===== src/rtl/fifo_pkg.sv =====
// Shared definitions for the FIFO write-side arbiter: state encoding,
// default burst cap and the owner-index width helper.
package fifo_pkg;

  // Arbiter FSM states.
  typedef enum logic {
    ST_IDLE  = 1'b0,
    ST_BURST = 1'b1
  } state_t;

  // Default cap on words granted to one requester per arbitration.
  localparam int MAX_BURST_DEF = 4;

  // Owner index width; never narrower than one bit.
  function automatic int clog2_w(input int n);
    return (n <= 2) ? 1 : $clog2(n);
  endfunction

endpackage


===== src/rtl/fifo_wr_arbiter_rr_pick.sv =====
// Rotate-priority encoder: returns the first set request bit found when
// scanning upward from rr_last+1, wrapping modulo NREQ.
module rr_pick #(
  parameter int NREQ  = 4,
  parameter int IDX_W = 2
) (
  input  logic [NREQ-1:0]  req,
  input  logic [IDX_W-1:0] rr_last,
  output logic [IDX_W-1:0] idx,
  output logic             any
);

  // w_pos[gi] is the requester visited at scan step gi (step 0 = rr_last+1).
  logic [IDX_W-1:0] w_pos [NREQ];
  logic [NREQ-1:0]  w_hit;
  logic [NREQ:0]    w_found;
  logic [IDX_W-1:0] w_idx_chain [NREQ+1];

  assign w_found[0]     = 1'b0;
  assign w_idx_chain[0] = '0;

  // Priority chain: only the first hit along the scan order contributes its index.
  for (genvar gi = 0; gi < NREQ; gi++) begin : g_scan
    assign w_pos[gi]           = IDX_W'((32'(rr_last) + 32'(gi) + 32'd1) % 32'(NREQ));
    assign w_hit[gi]           = req[w_pos[gi]];
    assign w_found[gi+1]       = w_found[gi] | w_hit[gi];
    assign w_idx_chain[gi+1]   = w_idx_chain[gi] |
                                 ({IDX_W{w_hit[gi] & ~w_found[gi]}} & w_pos[gi]);
  end

  assign idx = w_idx_chain[NREQ];
  assign any = w_found[NREQ];

endmodule


===== src/rtl/fifo_wr_arbiter.sv =====
// Round-robin arbiter sharing one sync_fifo write port among NREQ producers.
// A grant lasts up to MAX_BURST accepted words, until the owner's last word,
// or until the owner withdraws; every write is gated by the FIFO full flag.
module fifo_wr_arbiter
  import fifo_pkg::*;
#(
  parameter int NREQ      = 4,
  parameter int WIDTH     = 32,
  parameter int MAX_BURST = MAX_BURST_DEF,
  parameter int IDX_W     = clog2_w(NREQ)
) (
  input  logic                  clk_i,
  input  logic                  rst_i,
  input  logic [NREQ-1:0]       req_i,
  input  logic [NREQ-1:0]       last_i,
  input  logic [NREQ*WIDTH-1:0] wdata_i,
  input  logic                  fifo_full_i,
  output logic [NREQ-1:0]       gnt_out,
  output logic                  fifo_write_en_out,
  output logic [WIDTH-1:0]      fifo_wdata_out,
  output logic [IDX_W-1:0]      owner_out,
  output logic                  busy_out
);

  state_t           r_state, w_state_next;
  logic [IDX_W-1:0] r_owner, w_owner_next;
  logic [IDX_W-1:0] r_rr_last, w_rr_last_next;
  logic [3:0]       r_beat_cnt, w_beat_cnt_next;

  logic [IDX_W-1:0] w_pick_idx;
  logic             w_pick_any;
  logic             w_busy;
  logic             w_req_own;
  logic             w_last_own;
  logic             w_acc;
  logic             w_cap;
  logic [WIDTH-1:0] w_lane [NREQ];

  rr_pick #(
    .NREQ  (NREQ),
    .IDX_W (IDX_W)
  ) u_rr_pick (
    .req     (req_i),
    .rr_last (r_rr_last),
    .idx     (w_pick_idx),
    .any     (w_pick_any)
  );

  assign w_busy     = (r_state == ST_BURST);
  assign w_req_own  = req_i[r_owner];
  assign w_last_own = last_i[r_owner];
  // A word moves only when the owner offers it, the FIFO has room, and reset
  // is not asserted (reset mid-burst must not leak a write).
  assign w_acc      = rst_i & w_busy & w_req_own & ~fifo_full_i;
  // Current word is the MAX_BURST-th of this grant.
  assign w_cap      = (r_beat_cnt == 4'(MAX_BURST - 1));

  // Unpack per-requester data lanes and build the one-hot grant.
  for (genvar gi = 0; gi < NREQ; gi++) begin : g_lane
    assign w_lane[gi]  = wdata_i[gi*WIDTH +: WIDTH];
    assign gnt_out[gi] = w_acc & (r_owner == IDX_W'(gi));
  end

  assign fifo_write_en_out = w_acc;
  assign fifo_wdata_out    = w_busy ? w_lane[r_owner] : '0;
  assign owner_out         = r_owner;
  assign busy_out          = w_busy;

  // Next-state logic: arbitrate in IDLE, count beats and decide release in BURST.
  always_comb begin
    w_state_next    = r_state;
    w_owner_next    = r_owner;
    w_beat_cnt_next = r_beat_cnt;
    w_rr_last_next  = r_rr_last;
    case (r_state)
      ST_IDLE: begin
        if (w_pick_any) begin
          w_owner_next    = w_pick_idx;
          w_beat_cnt_next = '0;
          w_state_next    = ST_BURST;
        end
      end
      ST_BURST: begin
        if (!w_req_own) begin
          // Owner withdrew: release without writing.
          w_state_next   = ST_IDLE;
          w_rr_last_next = r_owner;
        end else if (w_acc) begin
          w_beat_cnt_next = r_beat_cnt + 4'd1;
          if (w_last_own || w_cap) begin
            w_state_next   = ST_IDLE;
            w_rr_last_next = r_owner;
          end
        end
        // Otherwise the FIFO is full: hold with the beat count frozen.
      end
      default: begin
        w_state_next = ST_IDLE;
      end
    endcase
  end

  // State registers; rr_last starts at NREQ-1 so requester 0 wins first.
  always_ff @(posedge clk_i) begin
    if (!rst_i) begin
      r_state    <= ST_IDLE;
      r_owner    <= '0;
      r_beat_cnt <= '0;
      r_rr_last  <= IDX_W'(NREQ - 1);
    end else begin
      r_state    <= w_state_next;
      r_owner    <= w_owner_next;
      r_beat_cnt <= w_beat_cnt_next;
      r_rr_last  <= w_rr_last_next;
    end
  end

endmodule


===== config.mk =====
export PLATFORM = sky130hd
export DESIGN_NAME = fifo_wr_arbiter
export DESIGN_NICKNAME = d
export VERILOG_FILES = /design/src/rtl/fifo_pkg.sv /design/src/rtl/fifo_wr_arbiter_rr_pick.sv /design/src/rtl/fifo_wr_arbiter.sv
export SDC_FILE = /design/constraint.sdc
export NUM_CORES = 1
export LEC_CHECK = 0
export ABC_AREA = 1
export CORE_MARGIN = 3
export CORE_UTILIZATION = 27
export CTS_CLUSTER_SIZE = 12
export DETAILED_ROUTE_END_ITERATION = 16
export PLACE_DENSITY = 0.82
export SLEW_MARGIN = 40
export SYNTH_ARGS = -nofsm -noshare
export SYNTH_HDL_FRONTEND = slang
export SYNTH_SLANG_ARGS = --single-unit

===== constraint.sdc =====
create_clock -name clk_i -period 1.95 [get_ports clk_i]
set_clock_uncertainty 0.05 [all_clocks]
set_input_delay 0.2925 -clock clk_i [delete_from_list [all_inputs] [get_ports clk_i]]
set_output_delay 0.2925 -clock clk_i [all_outputs]
set_load 0.05 [all_outputs]

# Word level (Yosys, flattened, before mapping)
# Cells that the tools add are included.
[word_totals]
register_bits = 9
latchBits = 0
ramBits = 0
mem_bits_ro = 0
output_inout_bits = 40
wordCells = 85
memories = 0
[classes]
addsub = 7
mul = 0
n_div = 0
order_cmp = 6
eq_ne = 9
n_shift = 0
mux = 28
bitwise = 26
n_reduce_logical = 5
[ops]
columns = ["operator", "count"]
rows = [
  ["32-bit two-way mux", 3],
  ["32-bit binary-select mux with 2-bit select", 1],
  ["2-bit by 3-bit < comparator with 1-bit output, second input constant", 5],
  ["1-bit binary-select mux with 2-bit select", 6],
  ["4-bit two-way mux", 3],
  ["1-bit bitwise AND", 10],
  ["1-bit two-way mux", 10],
  ["2-bit by 1-bit != test with 1-bit output, second input constant", 5],
  ["2-bit by 1-bit adder with 2-bit output, second input constant", 4],
  ["2-bit bitwise AND", 4],
  ["4-bit one-hot mux with 2 select lines", 1],
  ["2-bit two-way mux", 3],
  ["2-bit bitwise OR", 3],
  ["3-bit AND reduction", 2],
  ["1-bit inverter", 5],
  ["2-bit adder, second input constant", 2],
  ["4-bit by 1-bit adder with 4-bit output, second input constant", 1],
  ["2-bit equality test, second input constant", 2],
  ["4-bit by 2-bit equality test with 1-bit output, second input constant", 1],
  ["3-bit >= comparator, second input constant", 1],
  ["2-bit inverter with 3-bit output", 1],
  ["1-bit bitwise OR", 3],
  ["2-bit by 1-bit equality test with 1-bit output, second input constant", 1],
  ["2-bit zero test", 1],
  ["other kinds (3)", 3],
]

# Longest topological paths before layout
# Gate-level depths: netlist of run 1.
[depth]
depth_word = 10
mapped_depth = 12

# Modules after synthesis
# Synthesis of run 1 repeated with hierarchy kept, for this count alone.
[hier_totals]
cells_unflattened = 286
hier_area_um2 = 1660.3
[modules_own_cells]
columns = ["mod", "instances", "cells_each", "area_per_inst_um2", "seq_area_each_um2"]
rows = [
  ["fifo_wr_arbiter", 1, 232, 1376.3, 180.2],
  ["rr_pick", 1, 54, 284.0, 0.0],
]

# Worst setup path before layout of run 1
# No wires, ideal clock.
[synth_timing]
path_type = "register to output"
from = "register r_owner[1], in the netlist owner_out[1]"
to = "output port gnt_out[1]"
arrival_ps = 2403
required_ps = 1607
slack_ps = -796
stages_incl_launch_ff = 6
path_buffers = 1
cell_sequence = "dfxtp_1 buf_4 nand2_1 o2111ai_2 nand2_2 nor3_1"
[synth_between]
elab_chain_len = 5
[synth_rtl]
columns = ["item", "line", "source"]
rows = [
  ["start, declared", "fifo_wr_arbiter.sv:26", "logic [IDX_W-1:0] r_owner, w_owner_next;"],
  ["start signal, assigned", "fifo_wr_arbiter.sv:112", "r_owner <= w_owner_next;"],
  ["1-bit binary-select mux with 2-bit select", "fifo_wr_arbiter.sv:50", "assign w_req_own = req_i[r_owner];"],
  ["1-bit two-way mux (not written as such)", "fifo_wr_arbiter.sv:50", ""],
  ["1-bit bitwise AND (2 in a row)", "fifo_wr_arbiter.sv:54", "assign w_acc = rst_i & w_busy & w_req_own & ~fifo_full_i;"],
  ["1-bit bitwise AND (*)", "fifo_wr_arbiter.sv:61", "assign gnt_out[gi] = w_acc & (r_owner == IDX_W'(gi));"],
  ["end, declared", "fifo_wr_arbiter.sv:18", "output logic [NREQ-1:0] gnt_out,"],
]
# Every way passes the cells marked *; elsewhere a longest branch is shown, timed or not. The select of a mux whose other input is x is not followed.

# Worst setup path in the final report of run 1
[layout_timing]
from = "register r_owner[1], in the netlist owner_out[1]"
to = "output port fifo_wdata_out[29]"
[layout_between]
elab_chain_len = 5
[layout_rtl]
columns = ["item", "line", "source"]
rows = [
  ["2-bit inverter with 3-bit output (not written as such)", "fifo_wr_arbiter.sv:65", "assign fifo_wdata_out = w_busy ? w_lane[r_owner] : '0;"],
  ["32-bit binary-select mux with 2-bit select", "fifo_wr_arbiter.sv:65", ""],
  ["32-bit two-way mux (not written as such) (2 in a row)", "fifo_wr_arbiter.sv:65", ""],
  ["32-bit two-way mux", "fifo_wr_arbiter.sv:65", ""],
  ["end, declared", "fifo_wr_arbiter.sv:20", "output logic [WIDTH-1:0] fifo_wdata_out,"],
]
# No other way between the ends. The select of a mux whose other input is x is not followed.

==> results summary, run 1 <==
The flow ran to the end, and the final reports show no timing, DRC or antenna violations. The share of synthesized flip-flops with an asynchronous set or reset is 0%. Counting every net in the synthesized netlist gives 376. The number of synthesized flops with an enable pin is 0. The fraction of synthesized cell area in xor and xnor cells is 1.18%. The H-tree depth is 1. The most used flip-flop cell after synthesis is sky130_fd_sc_hd__dfxtp_1. The die outline height came out at 80.3 um. The violation count after the first detailed-routing iteration is 111. In this run the horizontal extent of the chip is 80.3 um.

Dividing the detail-routed via count by the number of cells gives 5.59. The global-route total usage across every layer came out at 27.8%. The biggest area contributor in the post-synthesis netlist is sky130_fd_sc_hd__a22oi_1. Summing all non-filler instances in the final layout gives an area of 4360 um2.

The number of ports placed on the die boundary came out at 179. Once detail routing completed, the nets flagged for antenna violations numbered 0. Of the total power, the share spent switching nets is 55.0%. The final critical path takes up 99.4% of the cycle.

The post-route minimum period came out at 1940 ps. The number of DRC violations after detailed routing is 0. Cells fill 83.2% of the core in the end. The average instance in the mapped netlist occupies 6.31 um2. The post-layout worst setup margin is 10.8 ps. The worst setup path is captured at an output port. The maximum root-to-sink buffer count came out at 2. Timing would allow up to 0.516 GHz. The vias after detailed routing came out at 2709. The count of final hold-check violations is 0. The total inserted antenna cells came out at 0. IR analysis of the VDD net gives a maximum drop of 1980 uV.

Once the floorplan was initialized, standard cells occupied 28.5% of the core. The total area inside the core boundary comes to 5240 um2. The signal on the critical path passes through nand2_2 > inv_2 > buf_12 > a22oi_1 > a21oi_4 > buf_12. Across the run, the number of max-cap violations was 0.

The quantity of I/O buffers inserted on ports came out at 178. The cell family contributing the most delay on the critical path is buffers and inverters. Counting distinct cell types in the post-synthesis netlist gives 30.

The number of global-route vias before repair was 2679. The critical path in this run is classified as reg -> out. The total number of placement rows is 26. The placement-stage worst setup slack is -8.22 ps. The total iterations of the first detailed-routing run came out at 5. The floorplan die area came out at 6450 um2. The top-area cell type share of the netlist area came out at 32.2%. Setup violations remaining at the end of the flow were counted as 0. The max-slew violation count was 0. The depth of the most critical reg-to-reg path is 9. The endpoint of the lowest-slack register-to-register path is owner_out[1]$_SDFFE_PN0P_. The overall routed net length came out at 9960 um. By count the netlist is led by sky130_fd_sc_hd__a22oi_1 (64), sky130_fd_sc_hd__a21oi_1 (36), sky130_fd_sc_hd__nand2_1 (35). The clock group share of total power is 4.1%. The net switching power came out at 3020 uW. The slowest stage of the critical path is the sky130_fd_sc_hd__dfxtp_4 cell.

The worst hold path passes through 2 cells. Setup repair after global routing could not meet its margin everywhere. The total negative setup slack is 0 ps. The worst hold path begins at r_beat_cnt[1]$_SDFFE_PN0P_. The most numerous cell on the critical path is sky130_fd_sc_hd__buf_12. The power per cell area is 1260 nW/um2. Yosys instantiated no cell more often than sky130_fd_sc_hd__a22oi_1.

The net count reported at finish came out at 556. The required arrival time at the worst endpoint is 1610 ps. Registers are responsible for 6.3% of the overall power.

The number of antenna violations at the first check in global routing is 0. The combinational family with the most area after synthesis is compound AO/OA/AOI/OAI gates. The power consumption came out at 5490 uW. The final-layout fill cell count came out at 283. The share of synthesized cell area in full adder, half adder and majority cells is 0.840%. The static leakage power came out at 0.00158 uW.

The worst-margin pin slew came out at 546 ps. Synthesis handed over a netlist of 236 instances. Summing the areas of all compound-gate instances in the mapped netlist gives 49.2% of the synthesized area.

For this design, the CTS-stage hold fixing added 0 buffers. The cell area after technology mapping came out at 1490 um2. Once placement finished, the instance area stood at 4170 um2. The maximum number of pins on one net before global-route repair is 35. The arrival time of data at the critical path endpoint is 1600 ps.

In this run, synthesis produced a sequential element count of 9. The final RePlAce weighted congestion is 0.927. The tree is rooted in a sky130_fd_sc_hd__clkbuf_8. In this run the critical register-to-register path is launched from r_rr_last[0]$_SDFFE_PN1P_. The detail-routed net length per standard cell is 20.5 um. The worst setup path is launched from a flip-flop. The terminating pin of the worst hold path is r_beat_cnt[1]$_SDFFE_PN0P_.

By area the synthesized netlist is led by sky130_fd_sc_hd__a22oi_1 (32%), sky130_fd_sc_hd__a21oi_1 (12%), sky130_fd_sc_hd__dfxtp_1 (12%), sky130_fd_sc_hd__nand2_1 (8.8%), sky130_fd_sc_hd__nand3_1 (4.4%). The highest cell delay on the worst timing path came out at 380 ps. The area growth from synthesis to layout is 193%. The maximum fanout count along the critical path came out at 19. The worst-case register-to-register setup slack is 180 ps. The power share of the combinational group came out at 89.7%. Sequential cells were found to cover 12.1% of the synthesized design area. The worst max-slew margin expressed relative to the limit is 63.6%. Clock-pin slew was measured on the worst setup and hold paths at 50 ps.

CTS saw 9 sinks. The warning count from the yosys run is 0. The HPWL after detailed placement is 7820 um. The wire length of the first global-routing pass is 13900 um. TritonCTS built the clock tree. The area fraction in and, or, nand and nor cells after synthesis came out at 26.7%. The TritonCTS buffer count is 3.

The critical path contains buffers and inverters numbering 3 combined. The multiplexer share of the synthesized area came out at 0%. In this run the worst hold path is classified as reg -> reg. The total congestion overflow is 0. The internal portion of the total power is 2470 uW. At the later pin of the worst-skew pair, clock insertion delay measures 240 ps.

The share of final-layout standard cells stronger than drive strength 1 came out at 32.8%.
-- power groups by stage --
stage                     registers [uW]  clock network (uW)  logic [uW]
final                                344                 224        4920
after global routing                 351                 233        5140
after CTS                            345                 222        4820
after detailed placement             344                   0        4780
after global placement               341                   0        4700
after floorplan                      367                   0        2830
-- cells by family after synthesis --
| kind of cell | count (synthesis) |
|---|---|
| AOI/OAI and AO/OA | 111 |
| and+or+nand+nor | 79 |
| adders and majority gates | 1 |
| buffers and inverters | 34 |
| DFF | 9 |
| xor gates and xnor gates | 2 |
-- stage by stage --
| stage | hold slack, ps | instances |
|---|---|---|
| floorplan | 327 | 236 |
| global placement | 437 | 479 |
| detailed placement | 456 | 479 |
| CTS | 465 | 483 |
| global route | 479 | 485 |
| finish | 468 | 485 |
-- worst reg2reg max path, cell delays in order, from the launching register on --
cell	delay [ps]
sky130_fd_sc_hd__dfxtp_1	570
sky130_fd_sc_hd__nand2_1	170
sky130_fd_sc_hd__nand3_1	120
sky130_fd_sc_hd__nand2_1	110
sky130_fd_sc_hd__nor2_4	160
sky130_fd_sc_hd__nand3_2	100
sky130_fd_sc_hd__nand2_4	120
sky130_fd_sc_hd__inv_1	70
sky130_fd_sc_hd__o21ai_1	140
sky130_fd_sc_hd__nor2_1	60
-- placed cells by master (no fill, tap or decap), drive strengths merged, types with 4 or more instances in the layout --
cell,instances
a22oi,64
nand2,47
a21oi,36
inv,16
clkbuf,4
nor2,15
o21ai,8
clkdlybuf4s50,138
buf,52
dfxtp,9
nand3,14
-- layout make-up --
type	instances	area (um2)	share of cell area [%]
Sequential cell	9	189	4.33
Clock buffer	4	45.0	1.03
Tap cell	70	87.6	2.01
Multi-Input combinational cell	193	1640	37.6
Inverter	17	75.1	1.72
Timing Repair Buffer	192	2320	53.3
-- routing by layer --
| layer | track usage (%) | wire length (um) | vias up |
|---|---|---|---|
| li1 | - | - | 1241 |
| met4 | 9.63 | 354 | 0 |
| met1 | 30.2 | 3390 | 1279 |
| met3 | 5.83 | 808 | 32 |
| met5 | 0 | 0 | - |
| met2 | 52.6 | 5410 | 157 |
-- how the worst max path moves through the flow --
stage,startpoint,endpoint,slack [ps],cells past startpoint
floorplan,owner_out[1]$_SDFFE_PN0P_,gnt_out[1],9,5
global placement,req_i[3],gnt_out[0],20,7
detailed placement,rst_i,gnt_out[2],-8,7
CTS,owner_out[0]$_SDFFE_PN0P_,fifo_wdata_out[16],1,7
global route,owner_out[1]$_SDFFE_PN0P_,fifo_wdata_out[29],-40,6
finish,owner_out[1]$_SDFFE_PN0P_,fifo_wdata_out[29],10,6
-- sequential cells by signal, indices dropped and copies added, names as in the netlist --
signal      flops
r_beat_cnt      4
owner_out       2
r_rr_last       2
busy_out        1
-- timing repair --
action,in CTS,in global routing
pin swaps,0,3
gates resized for setup,9,22
setup endpoints to repair,30,37
endpoints found under the hold margin,0,0
buffers inserted,0,2
Power figures use the tool's default switching activity.
==> run 2, diff against run 1 <==
Settings changed: ABC_AREA 1 to 0, CORE_UTILIZATION 27 to 28, PLACE_DENSITY 0.82 to 0.83.
==> run 2 against run 1 <==
Effect of this change: maximum frequency shrank 4.5%; non-clock buffer count rose by 13; clock-buffer cell count stayed put; critical endpoint is now fifo_wdata_out[26]; the run now ends with setup timing left; largest power group unchanged; sequential power decreased by 36%.
==> results summary, run 2 <==
The run finished, with violations left. The checks that failed: setup timing. The flip-flop count of the largest register, all copies and words added came to 4 (unchanged). The starting density of the core came to 29.7% (+1.3 points). The total iterations of the first detailed-routing run came out at 4 (-1). The number of ports placed on the die boundary is 179 (unchanged). The floorplan core area is 5270 um2 (+0.62%). The final RePlAce weighted congestion was 0.854 (-8.0%). The required arrival time at the worst endpoint came to 1610 ps (about the same).

The maximum vdd drop came out at 353 uV (-82%). The cell internal power dissipation is 1190 uW (-52%). The register bit count reported by yosys is 9 (unchanged). The die outline height is 80.8 um (+0.63%). The arrival time of data at the critical path endpoint is 1690 ps (+90 ps).

Walking the worst path, the cells encountered are buf_8 > buf_16 > mux4_2 > and2_4 > buf_8. The count of final hold-check violations came to 0 (unchanged). The TritonCTS buffer count came out at 3 (unchanged). The number of DRC violations after detailed routing came out at 0 (unchanged).

The number of sinks on the clock net is 9 (unchanged). The commonest cells after synthesis are sky130_fd_sc_hd__mux4_2 (33), sky130_fd_sc_hd__and2_1 (32), sky130_fd_sc_hd__dfxtp_1 (9). The power per cell area came out at 471 nW/um2 (-63%). The net switching power is 713 uW (-76%). By area the synthesized netlist is led by sky130_fd_sc_hd__mux4_2 (47%), sky130_fd_sc_hd__and2_1 (13%), sky130_fd_sc_hd__dfxtp_1 (12%), sky130_fd_sc_hd__buf_2 (2.2%), sky130_fd_sc_hd__nand3_1 (1.9%). The static leakage power was 0.00159 uW (+0.54%). Leaving out fill and tap cells, the most frequent cells in the layout are sky130_fd_sc_hd__clkdlybuf4s50_1 (136), sky130_fd_sc_hd__mux4_2 (33), sky130_fd_sc_hd__and2_4 (32). The start point of the critical path is owner_out[0]$_SDFFE_PN0P_. The vias after detailed routing came out at 2140 (-21%). The warning count from the yosys run is 0 (unchanged). The launching point of the worst reg2reg path is owner_out[0]$_SDFFE_PN0P_. The worst-margin pin slew is 480 ps (-65.6 ps). The remaining number of nets flagged by the antenna check after routing came to 0 (unchanged). The highest achievable clock rate is 0.492 GHz (-4.5%). STA classifies the critical path endpoint as an output port. The tightest min-delay check is of the reg -> reg type. The post-route minimum period is 2030 ps (+91.8 ps). The power consumption is 1910 uW (-65%). The total inserted antenna cells is 0 (unchanged). The depth of the most critical reg-to-reg path came out at 8 (-1). The floorplan die area is 6530 um2 (+1.3%).

The share of final-layout standard cells stronger than drive strength 1 came to 43.2% (+10 points). The cell family contributing the most delay on the critical path is multiplexers. The number of global-route vias before repair is 2318 (-13%). The worst-case register-to-register setup slack came out at 100 ps (-80 ps). The fraction of power consumed by sequential logic came out at 11.6% (+5.3 points). The final-layout fill cell count came out at 346 (+22%). The worst max-slew margin expressed relative to the limit came out at 67.7% (+4.1 points). The share of the clock period used by the worst path after layout is 104% (+4.7 points).

The maximum fanout count along the critical path is 5 (-14). The max-slew violation count is 0 (unchanged). The share of synthesized flip-flops with an asynchronous set or reset came out at 0% (unchanged). The net count of the mapped netlist is 285 (-24%).

The number of antenna violations at the first check in global routing was 0 (unchanged). The insertion delay to the later sink of the worst-skew pair came to 230 ps (about the same). The count of cell instances traversed by the critical path is 5 (-1). The cell sitting at the root of the clock tree is a sky130_fd_sc_hd__clkbuf_8.

The power share of the combinational group is 77.3% (-12 points). The sum of buffers and inverters on the critical path is 3 (unchanged). The cell area after technology mapping is 1570 um2 (+5.1%).

For this run, the leading register cell type out of synthesis is sky130_fd_sc_hd__dfxtp_1. The clock transition time at the flip-flop clock pins of the worst setup and hold paths came out at 40 ps (about the same). The share of the yosys chip area belonging to registers is 11.5% (-0.59 points).

The number of placed instances, taps included is 395 (-18%). The overall routed net length came out at 8620 um (-13%). The violation count after the first detailed-routing iteration is 58 (-48%).

The final-report setup violation count is 31 (+31). The clock group share of total power is 11.1% (+7.0 points). The count of maximum capacitance violations is 0 (unchanged). The largest register by flop count is r_beat_cnt. The number of synthesized flops with an enable pin came to 0 (unchanged).

Following the worst setup path forward leads to its endpoint at fifo_wdata_out[26]. The die width came out at 80.8 um (+0.63%). The total number of placement rows came out at 26 (unchanged).

The post-synthesis instance total is 145 (-39%). The leading cell type in the layout, fill and taps excluded is sky130_fd_sc_hd__clkdlybuf4s50_1. The most frequent cell after synthesis is sky130_fd_sc_hd__mux4_2.

The detail-routed net length per standard cell came out at 21.0 um (+2.4%). TritonCTS built the clock tree. The synthesized design spends more area on one cell type than any other, namely sky130_fd_sc_hd__mux4_2. The endpoint of the lowest-slack register-to-register path is r_rr_last[0]$_SDFFE_PN1P_.

The post-layout worst setup margin is -81.0 ps (-91.8 ps). The number of library cell types mapped by synthesis came to 37 (+23%). The average instance area after synthesis was 10.8 um2 (+71%).

The critical path is of the reg -> out type. The most numerous cell on the critical path is sky130_fd_sc_hd__buf_8. The top-area cell type share of the netlist area came out at 47.4% (+15 points).

The mean number of vias per cell came out at 5.22 (-6.6%). The final cell count without fillers came to 410 (-15%). The HPWL after detailed placement was 6720 um (-14%). The worst setup path is launched from a flip-flop. The wire length of the first global-routing pass came out at 12600 um (-9.6%). The switching share of power came out at 37.4% (-18 points).

Setup repair after global routing could not meet its margin everywhere. The layout overhead on the synthesized area is 158%. On the critical path, the stage with the largest delay is an instance of sky130_fd_sc_hd__mux4_2. The quantity of I/O buffers inserted on ports was 178 (unchanged). The total congestion overflow is 0 (unchanged).

The net count reported at finish came to 481 (-13%). The maximum number of pins on one net before global-route repair is 30 (-14%). The H-tree depth was 1 (unchanged). The global-route total usage across every layer came out at 26.0% (-1.8 points).

The highest cell delay on the worst timing path came out at 520 ps (+140 ps). The maximum root-to-sink buffer count is 2 (unchanged).
run 2: cell type report:
class	instances	area [um2]	share of cell area, %
sequential	9	188	4.64
inverter	6	22.5	0.557
multi-input combinational	116	1400	34.7
tap	70	87.6	2.17
timing repair buffer	205	2300	56.8
clock buffer	4	45.0	1.11
run 2: repair_timing:
item,CTS,global route
setup endpoints to repair,32,35
pin swaps,7,2
hold buffers,0,0
resized for setup,78,10
gates cloned,4,0
setup buffers,9,1
endpoints found under the hold margin,0,0
run 2: cell families (layout without fill, tap and decap cells):
group	after synthesis	count (layout)	synth area share (%)
adder cells (fa/ha/maj)	1	1	0.799
AND/OR/NAND/NOR	62	62	24.0
buffers and inverters	20	215	6.31
flip-flops	9	9	11.5
multiplexers	34	34	48.1
AO/OA/AOI/OAI	18	18	8.79
XOR/XNOR	1	1	0.559
run 2: metrics by stage:
| step | cell area [um2] | hold slack (ps) | util (%) | setup TNS, ps | setup WS [ps] |
|---|---|---|---|---|---|
| final | 4040 | 434 | 76.7 | -1410 | -81.0 |
| after global routing | 4040 | 450 | 76.7 | -3000 | -122 |
| after CTS | 4040 | 427 | 76.6 | -1570 | -85.3 |
| after detailed placement | 3590 | 415 | 68.1 | -109 | -46.4 |
| after global placement | 3590 | 406 | 68.1 | 0 | 2.23 |
| after floorplan | 1660 | 383 | - | 0 | 6.60 |
run 2: metal layers:
metal / wire, um / track usage, %
met3: 821 / 6.76
met4: 311 / 9.29
met2: 4500 / 49.0
met5: 0 / 0
met1: 2990 / 27.7
run 2: worst min path at each step:
stage	startpoint	end	slack, ps	cells after the start
2_1_floorplan	r_beat_cnt[3]$_SDFFE_PN0P_	r_beat_cnt[3]$_SDFFE_PN0P_	380	1
3_3_place_gp	r_beat_cnt[3]$_SDFFE_PN0P_	r_beat_cnt[3]$_SDFFE_PN0P_	410	1
3_5_place_dp	r_beat_cnt[3]$_SDFFE_PN0P_	r_beat_cnt[3]$_SDFFE_PN0P_	410	1
4_1_cts	r_beat_cnt[3]$_SDFFE_PN0P_	r_beat_cnt[3]$_SDFFE_PN0P_	430	1
5_1_grt	r_beat_cnt[3]$_SDFFE_PN0P_	r_beat_cnt[3]$_SDFFE_PN0P_	450	1
6_report	r_beat_cnt[3]$_SDFFE_PN0P_	r_beat_cnt[3]$_SDFFE_PN0P_	430	1
run 2: power groups by stage:
stage	clock [uW]	combinational [uW]	sequential, uW
floorplan	0	693	236
global placement	0	1210	225
detailed placement	0	1230	226
CTS	215	1470	221
global route	227	1540	223
finish	212	1470	221
==> run 3, diff against run 2 <==
Settings changed: CTS_BUF_LIST set to sky130_fd_sc_hd__clkbuf_4 sky130_fd_sc_hd__clkbuf_8 sky130_fd_sc_hd__clkbuf_16, PLACE_DENSITY 0.83 to not set, PLACE_DENSITY_LB_ADDON set to 0.25.
==> run 3 against run 2 <==
Effect of this change: sequential power hardly changed; sequential share of layout area is 0.13 points higher; non-clock buffer count is 3 lower; clock power is 7% higher; highest routed layer unchanged; critical endpoint is now fifo_wdata_out[3]; global-route usage is 1.5 points lower; cell count is 0.73% lower; combinational power is 6% lower; the run still ends with setup timing left; routed wire length is 6.4% lower; clock-buffer cell count stayed put.
==> results summary, run 3 (synthesized netlist as in run 2, its figures left out) <==
The total iterations of the first detailed-routing run is 4 (unchanged). The remaining number of nets flagged by the antenna check after routing is 0 (unchanged). The static leakage power is 0.00153 uW (-3.9%). The flip-flop count of the largest register, all copies and words added is 4 (unchanged). The min-delay analysis places its worst path in the category reg -> reg. The depth of the most critical reg-to-reg path came to 8 (unchanged). The total congestion overflow was 0 (unchanged).

The power consumption came to 1830 uW (-3.8%). The quantity of I/O buffers inserted on ports came out at 178 (unchanged). r_beat_cnt holds more flip-flops than any other register. The required arrival time at the worst endpoint is 1610 ps (about the same). The endpoint of the lowest-slack register-to-register path is r_rr_last[0]$_SDFFE_PN1P_.

Leaving out fill and tap cells, the most frequent cells in the layout are sky130_fd_sc_hd__clkdlybuf4s50_1 (138), sky130_fd_sc_hd__mux4_2 (33), sky130_fd_sc_hd__buf_6 (28). The global-route total usage across every layer is 24.5% (-1.5 points). The number of antenna violations at the first check in global routing is 0 (unchanged). The maximum vdd drop is 302 uV (-15%).

The insertion delay to the later sink of the worst-skew pair came out at 230 ps (about the same). The post-route minimum period is 2040 ps (+6.33 ps). The highest achievable clock rate came to 0.491 GHz (-0.31%). The layout overhead on the synthesized area is 151%. The maximum root-to-sink buffer count came out at 2 (unchanged). The count of maximum capacitance violations is 0 (unchanged). The die width is 80.8 um (unchanged). The floorplan core area came out at 5270 um2 (unchanged). The total number of placement rows was 26 (unchanged).

The worst setup path is captured at an output port. The violation count after the first detailed-routing iteration is 75 (+29%). The wire length of the first global-routing pass came out at 12100 um (-3.9%).

The worst-case register-to-register setup slack came out at 140 ps (+40 ps). The final RePlAce weighted congestion came out at 0.797 (-6.7%). The net count reported at finish is 478 (-0.62%). The worst setup path is launched from a flip-flop. On the critical path, the stage with the largest delay is an instance of sky130_fd_sc_hd__mux4_2. The number of DRC violations after detailed routing came out at 0 (unchanged). The number of global-route vias before repair came to 2190 (-5.5%).

The count of cell instances traversed by the critical path came out at 5 (unchanged). The mean number of vias per cell came to 5.23 (+0.27%). The number of cells on the worst hold path was 1 (unchanged). The checks that failed: setup timing. The H-tree depth is 1 (unchanged). Grouping stages by cell kind, the critical path spends the most delay in multiplexers. The highest cell delay on the worst timing path was 510 ps (about the same). The tree is rooted in a sky130_fd_sc_hd__clkbuf_8. The maximum number of pins on one net before global-route repair was 25 (-17%).

The arrival time of data at the critical path endpoint came out at 1690 ps (about the same). The die outline height was 80.8 um (unchanged). By startpoint and endpoint, the worst setup path is classified as reg -> out. The sum of buffers and inverters on the critical path is 3 (unchanged). The share of the clock period used by the worst path after layout came to 104% (+0.32 points). The terminating pin of the worst hold path is r_beat_cnt[3]$_SDFFE_PN0P_. Leaving out fill and tap cells, the most frequent cell in the layout is sky130_fd_sc_hd__clkdlybuf4s50_1. The source of the worst hold timing path is r_beat_cnt[3]$_SDFFE_PN0P_. The power per cell area came to 466 nW/um2 (-1.1%). The clock transition time at the flip-flop clock pins of the worst setup and hold paths came to 40 ps (about the same).

The worst max-slew margin expressed relative to the limit was 71.5% (+3.8 points). The HPWL after detailed placement was 6330 um (-5.9%). The final-layout fill cell count came to 364 (+5.2%). The maximum fanout count along the critical path came out at 4 (-1).

The final cell area excluding filler cells came out at 3930 um2 (-2.7%). The max-slew violation count came out at 0 (unchanged). The overall routed net length came out at 8070 um (-6.4%). The post-detailed-placement cell area is 3590 um2 (unchanged). The starting density of the core came out at 29.7% (unchanged). The TritonCTS buffer count came to 3 (unchanged).

The total inserted antenna cells is 0 (unchanged). The final-report setup violation count is 25 (-19%). The floorplan die area is 6530 um2 (unchanged). The count of final hold-check violations came out at 0 (unchanged). The clock tree from TritonCTS is done. The number of sinks on the clock net came out at 9 (unchanged).

Setup repair after global routing could not meet its margin everywhere. The number of ports placed on the die boundary came out at 179 (unchanged). The startpoint identified for the worst register-to-register timing path is owner_out[0]$_SDFFE_PN0P_. The run finished, with violations left.

The vias after detailed routing is 2130 (-0.47%). The detail-routed net length per standard cell came out at 19.8 um (-5.8%). The worst-margin pin slew is 417 ps (-63.4 ps). The share of final-layout standard cells stronger than drive strength 1 is 43.0% (-0.21 points).

The post-layout worst setup margin came out at -87.3 ps (-6.33 ps). The signal on the critical path passes through buf_12 > buf_16 > mux4_2 > and2_4 > buf_8.
-- run 3: changes by cell type in the layout (fill, tap and decap cells not counted), moves of 2 or more --
cell                              change
sky130_fd_sc_hd__and2_4              -10
sky130_fd_sc_hd__dlymetal6s2s_1       -2
sky130_fd_sc_hd__and2_2              +10
sky130_fd_sc_hd__buf_8               -13
sky130_fd_sc_hd__clkdlybuf4s50_1      +2
sky130_fd_sc_hd__buf_6               +11
-- run 3: worst max-delay path by stage --
stage | from | endpoint | slack [ps]
after floorplan | owner_out[0]$_SDFFE_PN0P_ | fifo_wdata_out[15] | 7
after global placement | rst_i | gnt_out[2] | 70
after detailed placement | req_i[0] | owner_out[0]$_SDFFE_PN0P_ | 30
after CTS | owner_out[0]$_SDFFE_PN0P_ | fifo_wdata_out[31] | -70
after global routing | owner_out[0]$_SDFFE_PN0P_ | fifo_wdata_out[3] | -150
final | owner_out[0]$_SDFFE_PN0P_ | fifo_wdata_out[3] | -90
-- run 3: area by class of cell --
cell class	instances	area (um2)	share of cell area [%]
timing repair buffer	202	2190	55.8
multi-input combinational	116	1390	35.4
sequential	9	188	4.77
tap	70	87.6	2.23
clock buffer	4	48.8	1.24
inverter	6	22.5	0.573
-- run 3: stage by stage --
stage	instances	TNS (ps)	worst slack (ps)	hold slack, ps	utilization (%)
after CTS	407	-999	-71.3	431	74.5
after detailed placement	395	0	27.7	409	68.1
after global routing	407	-2790	-152	470	74.6
after global placement	395	0	71.5	411	68.1
final	407	-842	-87.3	432	74.6
after floorplan	145	0	6.60	383	-
-- run 3: timing repair --
action                                  4_1_cts  5_1_grt
hold buffers                                  0        0
resized for setup                            48       10
endpoints found under the setup margin       32       36
gates cloned                                  3        0
pin swaps                                     0        1
buffers inserted                              5        1
-- run 3: layer usage --
layer | GRT usage [%] | vias up | wire, um
met5 | 0 | - | 0
li1 | - | 959 | -
met4 | 7.26 | 0 | 269
met2 | 44.7 | 120 | 4180
met1 | 28.0 | 1029 | 2820
met3 | 6.21 | 22 | 793
-- run 3: where the power goes --
part           leakage, uW  switching [uW]  internal, uW
logic              0.00143             591           793
clock network    0.0000262            69.8           156
registers        0.0000750            24.8           198
total              0.00153             686          1150
